--- config.mk ---
export PLATFORM = sky130hd
export DESIGN_NAME = sim_mem_bridge
export DESIGN_NICKNAME = d
export VERILOG_FILES = /design/src/rtl/sim_mem_bridge.sv
export SDC_FILE = /design/constraint.sdc
export NUM_CORES = 1
export LEC_CHECK = 0
export CAP_MARGIN = 20
export CORE_AREA = 4 4 259 261
export CTS_BUF_LIST = sky130_fd_sc_hd__clkbuf_4 sky130_fd_sc_hd__clkbuf_8
export CTS_CLUSTER_DIAMETER = 100
export DETAILED_ROUTE_END_ITERATION = 8
export DIE_AREA = 0 0 263 265
export GPL_TIMING_DRIVEN = 0
export SLEW_MARGIN = 20
export SYNTH_ARGS = -nofsm -noshare
export SYNTH_HDL_FRONTEND = slang
export SYNTH_SLANG_ARGS = --single-unit
--- constraint.sdc ---
create_clock -name clock -period 5.3 [get_ports clock]
set_input_delay 1.06 -clock clock [delete_from_list [all_inputs] [get_ports clock]]
set_output_delay 1.06 -clock clock [all_outputs]
set_load 0.01 [all_outputs]
--- src/rtl/sim_mem_bridge.sv ---
// sim_mem_bridge: simulation-only bridge from NUM_CH cache command/response channels to a single
// RAMHelper-style word port. It round-robin arbitrates the channels, extracts size-aligned read
// data, and returns responses through a fixed LATENCY-deep pipeline with per-channel flush.
//
// Ports:
//   clock, reset_n          clock; asynchronous active-low reset
//   cmd_valid/cmd_ready     per-channel request handshake (ready is one-hot or zero)
//   cmd_addr/wen/wdata/     per-channel request fields, channel i at [W*i +: W]
//   cmd_wstrb/cmd_size
//   flush                   per-channel drop of all in-flight responses
//   rsp_valid/rsp_data      per-channel one-cycle response pulse and data
//   ram_*                   combinational word port driven from the granted channel
//   busy                    any response stage holds a valid entry
module sim_mem_bridge #(
    parameter int unsigned NUM_CH    = 2,
    parameter int unsigned LATENCY   = 1,
    parameter logic [63:0] BASE_ADDR = 64'h8000_0000,
    parameter int unsigned IDX_W     = 28,
    parameter bit          WRITE_ACK = 1'b0
) (
    input  logic                 clock,
    input  logic                 reset_n,
    input  logic [NUM_CH-1:0]    cmd_valid,
    output logic [NUM_CH-1:0]    cmd_ready,
    input  logic [NUM_CH*64-1:0] cmd_addr,
    input  logic [NUM_CH-1:0]    cmd_wen,
    input  logic [NUM_CH*64-1:0] cmd_wdata,
    input  logic [NUM_CH*8-1:0]  cmd_wstrb,
    input  logic [NUM_CH*3-1:0]  cmd_size,
    input  logic [NUM_CH-1:0]    flush,
    output logic [NUM_CH-1:0]    rsp_valid,
    output logic [NUM_CH*64-1:0] rsp_data,
    output logic                 ram_en,
    output logic [IDX_W-1:0]     ram_rIdx,
    output logic [IDX_W-1:0]     ram_wIdx,
    input  logic [63:0]          ram_rdata,
    output logic [63:0]          ram_wdata,
    output logic [63:0]          ram_wmask,
    output logic                 ram_wen,
    output logic                 busy
);

    localparam int unsigned CH_W = (NUM_CH > 1) ? $clog2(NUM_CH) : 1;
    localparam int unsigned LAST = LATENCY - 1;

    typedef logic [CH_W-1:0] ch_t;

    ch_t         ptr_q, ptr_d;
    logic        grant;
    ch_t         grant_ch;
    logic [63:0] sel_addr;
    logic [63:0] sel_wdata;
    logic        sel_wen;
    logic [7:0]  sel_wstrb;
    logic [2:0]  sel_size;
    logic [63:0] offset;
    logic [63:0] shifted;
    logic [63:0] aligned;

    logic        stg_valid_q [LATENCY];
    logic        stg_valid_d [LATENCY];
    ch_t         stg_ch_q    [LATENCY];
    ch_t         stg_ch_d    [LATENCY];
    logic [63:0] stg_data_q  [LATENCY];
    logic [63:0] stg_data_d  [LATENCY];

    // Round-robin scan starting at ptr_q; requests are ignored while reset is asserted.
    always_comb begin : p_arb
        ch_t idx;
        idx      = '0;
        grant    = 1'b0;
        grant_ch = '0;
        for (int unsigned k = 0; k < NUM_CH; k++) begin
            idx = ch_t'((32'(ptr_q) + k) % NUM_CH);
            if (!grant && cmd_valid[idx] && reset_n) begin
                grant    = 1'b1;
                grant_ch = idx;
            end
        end
    end

    always_comb begin : p_sel
        cmd_ready = '0;
        sel_addr  = '0;
        sel_wdata = '0;
        sel_wen   = 1'b0;
        sel_wstrb = '0;
        sel_size  = '0;
        for (int unsigned k = 0; k < NUM_CH; k++) begin
            if (grant && (grant_ch == ch_t'(k))) begin
                cmd_ready[k] = 1'b1;
                sel_addr     = cmd_addr[64*k +: 64];
                sel_wdata    = cmd_wdata[64*k +: 64];
                sel_wen      = cmd_wen[k];
                sel_wstrb    = cmd_wstrb[8*k +: 8];
                sel_size     = cmd_size[3*k +: 3];
            end
        end
    end

    always_comb begin : p_ptr
        ptr_d = ptr_q;
        if (grant) begin
            ptr_d = ch_t'((32'(grant_ch) + 1) % NUM_CH);
        end
    end

    // RAM port; every field is zero without a grant because the sel_* defaults are zero.
    assign offset = sel_addr - BASE_ADDR;

    always_comb begin : p_ram
        ram_en    = grant;
        ram_wen   = grant & sel_wen;
        ram_rIdx  = grant ? offset[IDX_W+2:3] : '0;
        ram_wIdx  = grant ? offset[IDX_W+2:3] : '0;
        ram_wdata = sel_wdata;
        ram_wmask = '0;
        for (int unsigned b = 0; b < 8; b++) begin
            ram_wmask[8*b +: 8] = {8{sel_wstrb[b]}};
        end
    end

    logic unused_offset;
    assign unused_offset = ^{offset[63:IDX_W+3], offset[2:0]};

    // Misaligned accesses simply return whatever the shift produces.
    assign shifted = ram_rdata >> {sel_addr[2:0], 3'b000};

    always_comb begin : p_align
        case (sel_size)
            3'd0:    aligned = {56'd0, shifted[7:0]};
            3'd1:    aligned = {48'd0, shifted[15:0]};
            3'd2:    aligned = {32'd0, shifted[31:0]};
            default: aligned = shifted;
        endcase
    end

    // A flush kills matching entries as they move, including a same-cycle capture.
    always_comb begin : p_pipe
        stg_valid_d[0] = grant && (!sel_wen || WRITE_ACK) && !flush[grant_ch];
        stg_ch_d[0]    = grant_ch;
        stg_data_d[0]  = sel_wen ? 64'd0 : aligned;
        for (int unsigned i = 1; i < LATENCY; i++) begin
            stg_valid_d[i] = stg_valid_q[i-1] && !flush[stg_ch_q[i-1]];
            stg_ch_d[i]    = stg_ch_q[i-1];
            stg_data_d[i]  = stg_data_q[i-1];
        end
    end

    always_ff @(posedge clock or negedge reset_n) begin
        if (!reset_n) begin
            ptr_q <= '0;
            for (int unsigned i = 0; i < LATENCY; i++) begin
                stg_valid_q[i] <= 1'b0;
                stg_ch_q[i]    <= '0;
                stg_data_q[i]  <= '0;
            end
        end else begin
            ptr_q <= ptr_d;
            for (int unsigned i = 0; i < LATENCY; i++) begin
                stg_valid_q[i] <= stg_valid_d[i];
                stg_ch_q[i]    <= stg_ch_d[i];
                stg_data_q[i]  <= stg_data_d[i];
            end
        end
    end

    // A flush arriving with the final-stage entry of its channel suppresses the response.
    always_comb begin : p_rsp
        rsp_valid = '0;
        rsp_data  = '0;
        for (int unsigned k = 0; k < NUM_CH; k++) begin
            if (stg_valid_q[LAST] && (stg_ch_q[LAST] == ch_t'(k)) && !flush[k]) begin
                rsp_valid[k]        = 1'b1;
                rsp_data[64*k +: 64] = stg_data_q[LAST];
            end
        end
    end

    always_comb begin : p_busy
        busy = 1'b0;
        for (int unsigned i = 0; i < LATENCY; i++) begin
            busy = busy | stg_valid_q[i];
        end
    end

endmodule

After elaboration in Yosys (flattened, before gate mapping):

Index checks and enable logic that the tools add are counted.

* flip-flop bits (word level): 67
* input port bits: 350
* output and inout bits: 319
* logic and storage cells: 62

* equality and inequality tests: 2
* reduce and logical (&&, ||, !) cells: 17
* muxes and demuxes: 29
* add/sub/neg operators: 3
* shift-type cells: 1
* bitwise operators: 3
* order comparisons: 3

Operator list (count)
* 64-bit 2-to-1 mux: 5
* 64-bit case mux with 3 select lines: 1
* 64-bit by 6-bit right shift with 64-bit output: 1
* 31-bit 2-to-1 mux: 2
* 31-bit by 1-bit subtractor with 31-bit output, second input constant: 1
* 28-bit 2-to-1 mux: 1
* 1-bit 2-to-1 mux: 16
* 8-bit 2-to-1 mux: 2
* 1-bit logical AND: 11
* 1-bit by 2-bit < comparator with 1-bit output, second input constant: 3
* 3-bit 2-to-1 mux: 2
* 1-bit zero test: 5
* 3-bit by 1-bit equality test with 1-bit output, second input constant: 1
* 3-bit by 2-bit equality test with 1-bit output, second input constant: 1
* 3-bit zero test: 1
* 1-bit adder, second input constant: 2
* 1-bit NOT: 2
* 1-bit bitwise AND: 1

Longest topological paths before layout:

* depth in word-level cells: 15
* depth in mapped cells: 8
* gate-level depth less buffers: 5

Worst setup path before layout:

No wires, ideal clock.

* path type: input port to output port
* from: input port cmd_valid[0]
* to: output port ram_wmask[10]
* required time: 4.240 ns
* arrival: 2.554 ns
* stages: 8
* path slack: 1.686 ns
* buffers on the path: 4
* path through: nand2b_1 > buf_6 > nand2_1 > nor2_1 > clkbuf_1 > clkbuf_1 > a22o_1 > buf_4

* cells in the longest elaborated chain, start to end: 12
* elaborated cells on any way between the ends: 17
* those cells by class: mux: 10; bitwise: 1; reduce/logical: 6

RTL lines
* start, declared: line 23 `input logic [NUM_CH-1:0] cmd_valid,`
* 1-bit 2-to-1 mux (not written as such) (2 in series): line 75 `if (!grant && cmd_valid[idx] && reset_n) begin`
* 1-bit logical AND: line 75
* 1-bit 2-to-1 mux: line 75
* 1-bit zero test: line 75
* 1-bit logical AND (2 in series): line 75
* 1-bit 2-to-1 mux: line 75
* 1-bit NOT: line 90 `if (grant && (grant_ch == ch_t'(k))) begin`
* 1-bit logical AND: line 90
* 8-bit 2-to-1 mux: line 90
* 8-bit 2-to-1 mux *: line 90
* end, declared: line 38 `output logic [63:0] ram_wmask,`

Every way passes the cells marked *; elsewhere a longest branch is shown, timed or not. The select of a mux whose other input is x is not followed.

Worst setup path in the final report:

* from: input port flush[0]
* to: output port rsp_data[27]

* cells in the longest elaborated chain, start to end: 3

RTL lines
* start, declared: line 30 `input logic [NUM_CH-1:0] flush,`
* 1-bit zero test: line 173 `if (stg_valid_q[LAST] && (stg_ch_q[LAST] == ch_t'(k)) && !flush[k]) begin`
* 1-bit logical AND: line 173
* 64-bit 2-to-1 mux: line 173
* end, declared: line 32 `output logic [NUM_CH*64-1:0] rsp_data,`

Every way passes these cells.

==> impl_metrics.env <==
export IMPL_fillers=7054
export IMPL_vias=8922
export IMPL_drive_gt1_frac=0.127
export IMPL_synth_edf_count=0
export IMPL_final_core_util=0.214
export IMPL_critPathMaxFanout=10
export IMPL_fin_setup_tns_ns=0
export IMPL_slew_headroom=0.240
export IMPL_p_total_mw=2.10
export IMPL_cts_resized=13
export IMPL_crit_required_ns=4.24
export IMPL_nNetsFinal=1718
export IMPL_ys_seq_area_frac=0.259
export IMPL_drt_initial_drc_count=525
export IMPL_dieArea_um2=69700
export IMPL_gp_congestion=0.902
export IMPL_crit_arrival_ns=4.22
export IMPL_fin_ws_ns=0.0162
export IMPL_regArea_um2=1680
export IMPL_slew_viol_final=0
export IMPL_clkLatencyLatePin_ns=0.40
export IMPL_drc=0
export IMPL_start_util=0.101
export IMPL_worstRegToRegCells=7
export IMPL_cts_tree="yes"
export IMPL_grt_usage=0.161
export IMPL_chipHeight_um=265
export IMPL_antenna_found_initial=10
export IMPL_critPathLaunch="flush[0]"
export IMPL_ff2ff_setup_slack_ns=2.08
export IMPL_syn_area_um2=6480
export IMPL_maxCapViolCount=0
export IMPL_cp_cell_sequence="clkdlybuf4s50_1, nor3b_1, clkbuf_2, clkbuf_1, and2_1, clkdlybuf4s50_1"
export IMPL_final_area_um2=13800
export IMPL_cts_buffers=9
export IMPL_cts_sinks=67
export IMPL_io_pins=669
export IMPL_cts_setup_buffers=0
export IMPL_critPathMaxStageDelay_ns=0.72
export IMPL_outcome="complete, no violations"
export IMPL_core_um2=64500
export IMPL_r2r_start="ptr_q"
export IMPL_fmax_mhz=189
export IMPL_path_class="input port to output pin"
export IMPL_area_delta_synth_final_pct=113
export IMPL_portBuffers=602
export IMPL_critPathSlowestCell="nor3b_1"
export IMPL_endpoint_kind="output pin"
export IMPL_crit_path_end="rsp_data[27]"
export IMPL_dp_hpwl_um=51900
export IMPL_rows=93
export IMPL_fin_cells=2234
export IMPL_ant_nets=0
export IMPL_min_period_ns=5.28
export IMPL_overflow=0
export IMPL_final_common_cell="clkdlybuf4s50_1"
export IMPL_yosysWarningCount=0
export IMPL_grt_pass1_wl_um=79000
export IMPL_final_cell_mix="clkdlybuf4s50_1, and2_1, a22o_1, buf_4, dfrtp_1"
export IMPL_async_flop_share=1.00
export IMPL_ys_seq_elements=67
export IMPL_multi_input_area_um2=3780
export IMPL_whs_ns=0.538
export IMPL_cts_root_buffer="clkbuf_8"
export IMPL_place_area_um2=13600
export IMPL_power_density_nw_per_um2=152
export IMPL_irDropWorstVdd_v=0.000116
export IMPL_viasPerCell=3.99
export IMPL_synth_cells=754
export IMPL_timing_final_crit_share=0.997
export IMPL_min_path_type="input port to asynchronous set/reset pin"
export IMPL_rr_endpoint="stg_data_q[9]"
export IMPL_place_ws_ns=-0.848
export IMPL_clk_pin_slew_worst_paths_ns=0.08
export IMPL_p_leak_nw=5.38
export IMPL_ys_types=45
export IMPL_fin_worst_skew_ns=0.0163
export IMPL_path_buf_inv=4
export IMPL_htreeDepth=3
export IMPL_post_synth_cell_area_avg_um2=8.60
export IMPL_worst_pin_slew_ns=1.13
export IMPL_grt_max_degree=38
export IMPL_first_global_vias=9508
export IMPL_wire_per_inst_um=26.6
export IMPL_rsz0062_at_grt="true"
export IMPL_report_final_hold_viol_count=0
export IMPL_synth_fp_nets=1104
export IMPL_cts_hold_buffers_added=0
export IMPL_cts_buffer_depth=2
export IMPL_wirelength_um=59300
export IMPL_die_w_um=263
export IMPL_critical_path_most_common_cell="clkdlybuf4s50_1"
export IMPL_setup_violations=0
export IMPL_firstDrtPassIters=7
export IMPL_synth_main_ff_cell="dfrtp_1"
export IMPL_crit_family="buffers and inverters"
export IMPL_cp_num_cells=6
export IMPL_cp_start_kind="input port"
export IMPL_dp_cells=2212
[state kept, by name, summed over array words and instances, names as in the netlist]
register,count
stg_data_q,64
busy,1
ptr_q,1
stg_ch_q,1
[layer usage]
metal	part of all wire	vias up	track usage
li1	-	4003	-
met1	0.37	4307	0.176
met2	0.53	557	0.309
met3	0.079	47	0.0455
met4	0.018	8	0.0347
met5	0.00078	-	0
[worst register-to-register path, delay by kind of cell, from the launching register on]
family | cells | cell delay (ns)
buffers and inverters | 2 | 0.50
DFF | 1 | 0.45
and+or+nand+nor | 3 | 1.22
AOI/OAI and AO/OA | 2 | 0.87
[how the worst min path moves through the flow]
stage,start,to,slack [ns],cells after the start
floorplan,ptr_q,ptr_q,0.58,2
global placement,ptr_q,ptr_q,0.63,2
detailed placement,ptr_q,ptr_q,0.63,2
CTS,reset_n,stg_data_q[47],0.57,1
global route,reset_n,stg_data_q[47],0.54,1
finish,reset_n,stg_data_q[47],0.54,1
[cells in the mapped netlist (all sizes together), types with 17 or more instances]
library cell	count	area share
and2	129	0.12
buf	113	0.13
a22o	100	0.14
dfrtp	67	0.26
clkbuf	51	0.030
a211oi	48	0.056
and3	33	0.032
a21boi	25	0.031
nor3	24	0.019
o22ai	18	0.017
nand2	17	0.010
nor2	17	0.011
[area by class of cell]
type                       instances  area share
buffer                           164      0.0735
inverter                          10     0.00272
tap                              855      0.0774
antenna                            6     0.00109
sequential                        67       0.121
multi-input combinational        513       0.274
clock buffer                       9     0.00896
timing repair buffer             603       0.437
clock inverter                     7     0.00371
[logic make-up (layout without fill, tap and decap cells)]
group	count (synthesis)	count (layout)	synth area share
other	0	6	0
DFF	67	67	0.259
AOI/OAI and AO/OA	276	276	0.358
buffers and inverters	174	793	0.160
muxes	1	1	0.00154
and+or+nand+nor	236	236	0.222
[report_power, final]
group	switching, mW	total, mW	internal [mW]
Sequential	0.0249	0.572	0.547
Combinational	0.560	1.13	0.566
Clock	0.233	0.405	0.171
Note: power is estimated with default switching activity, not from simulation.
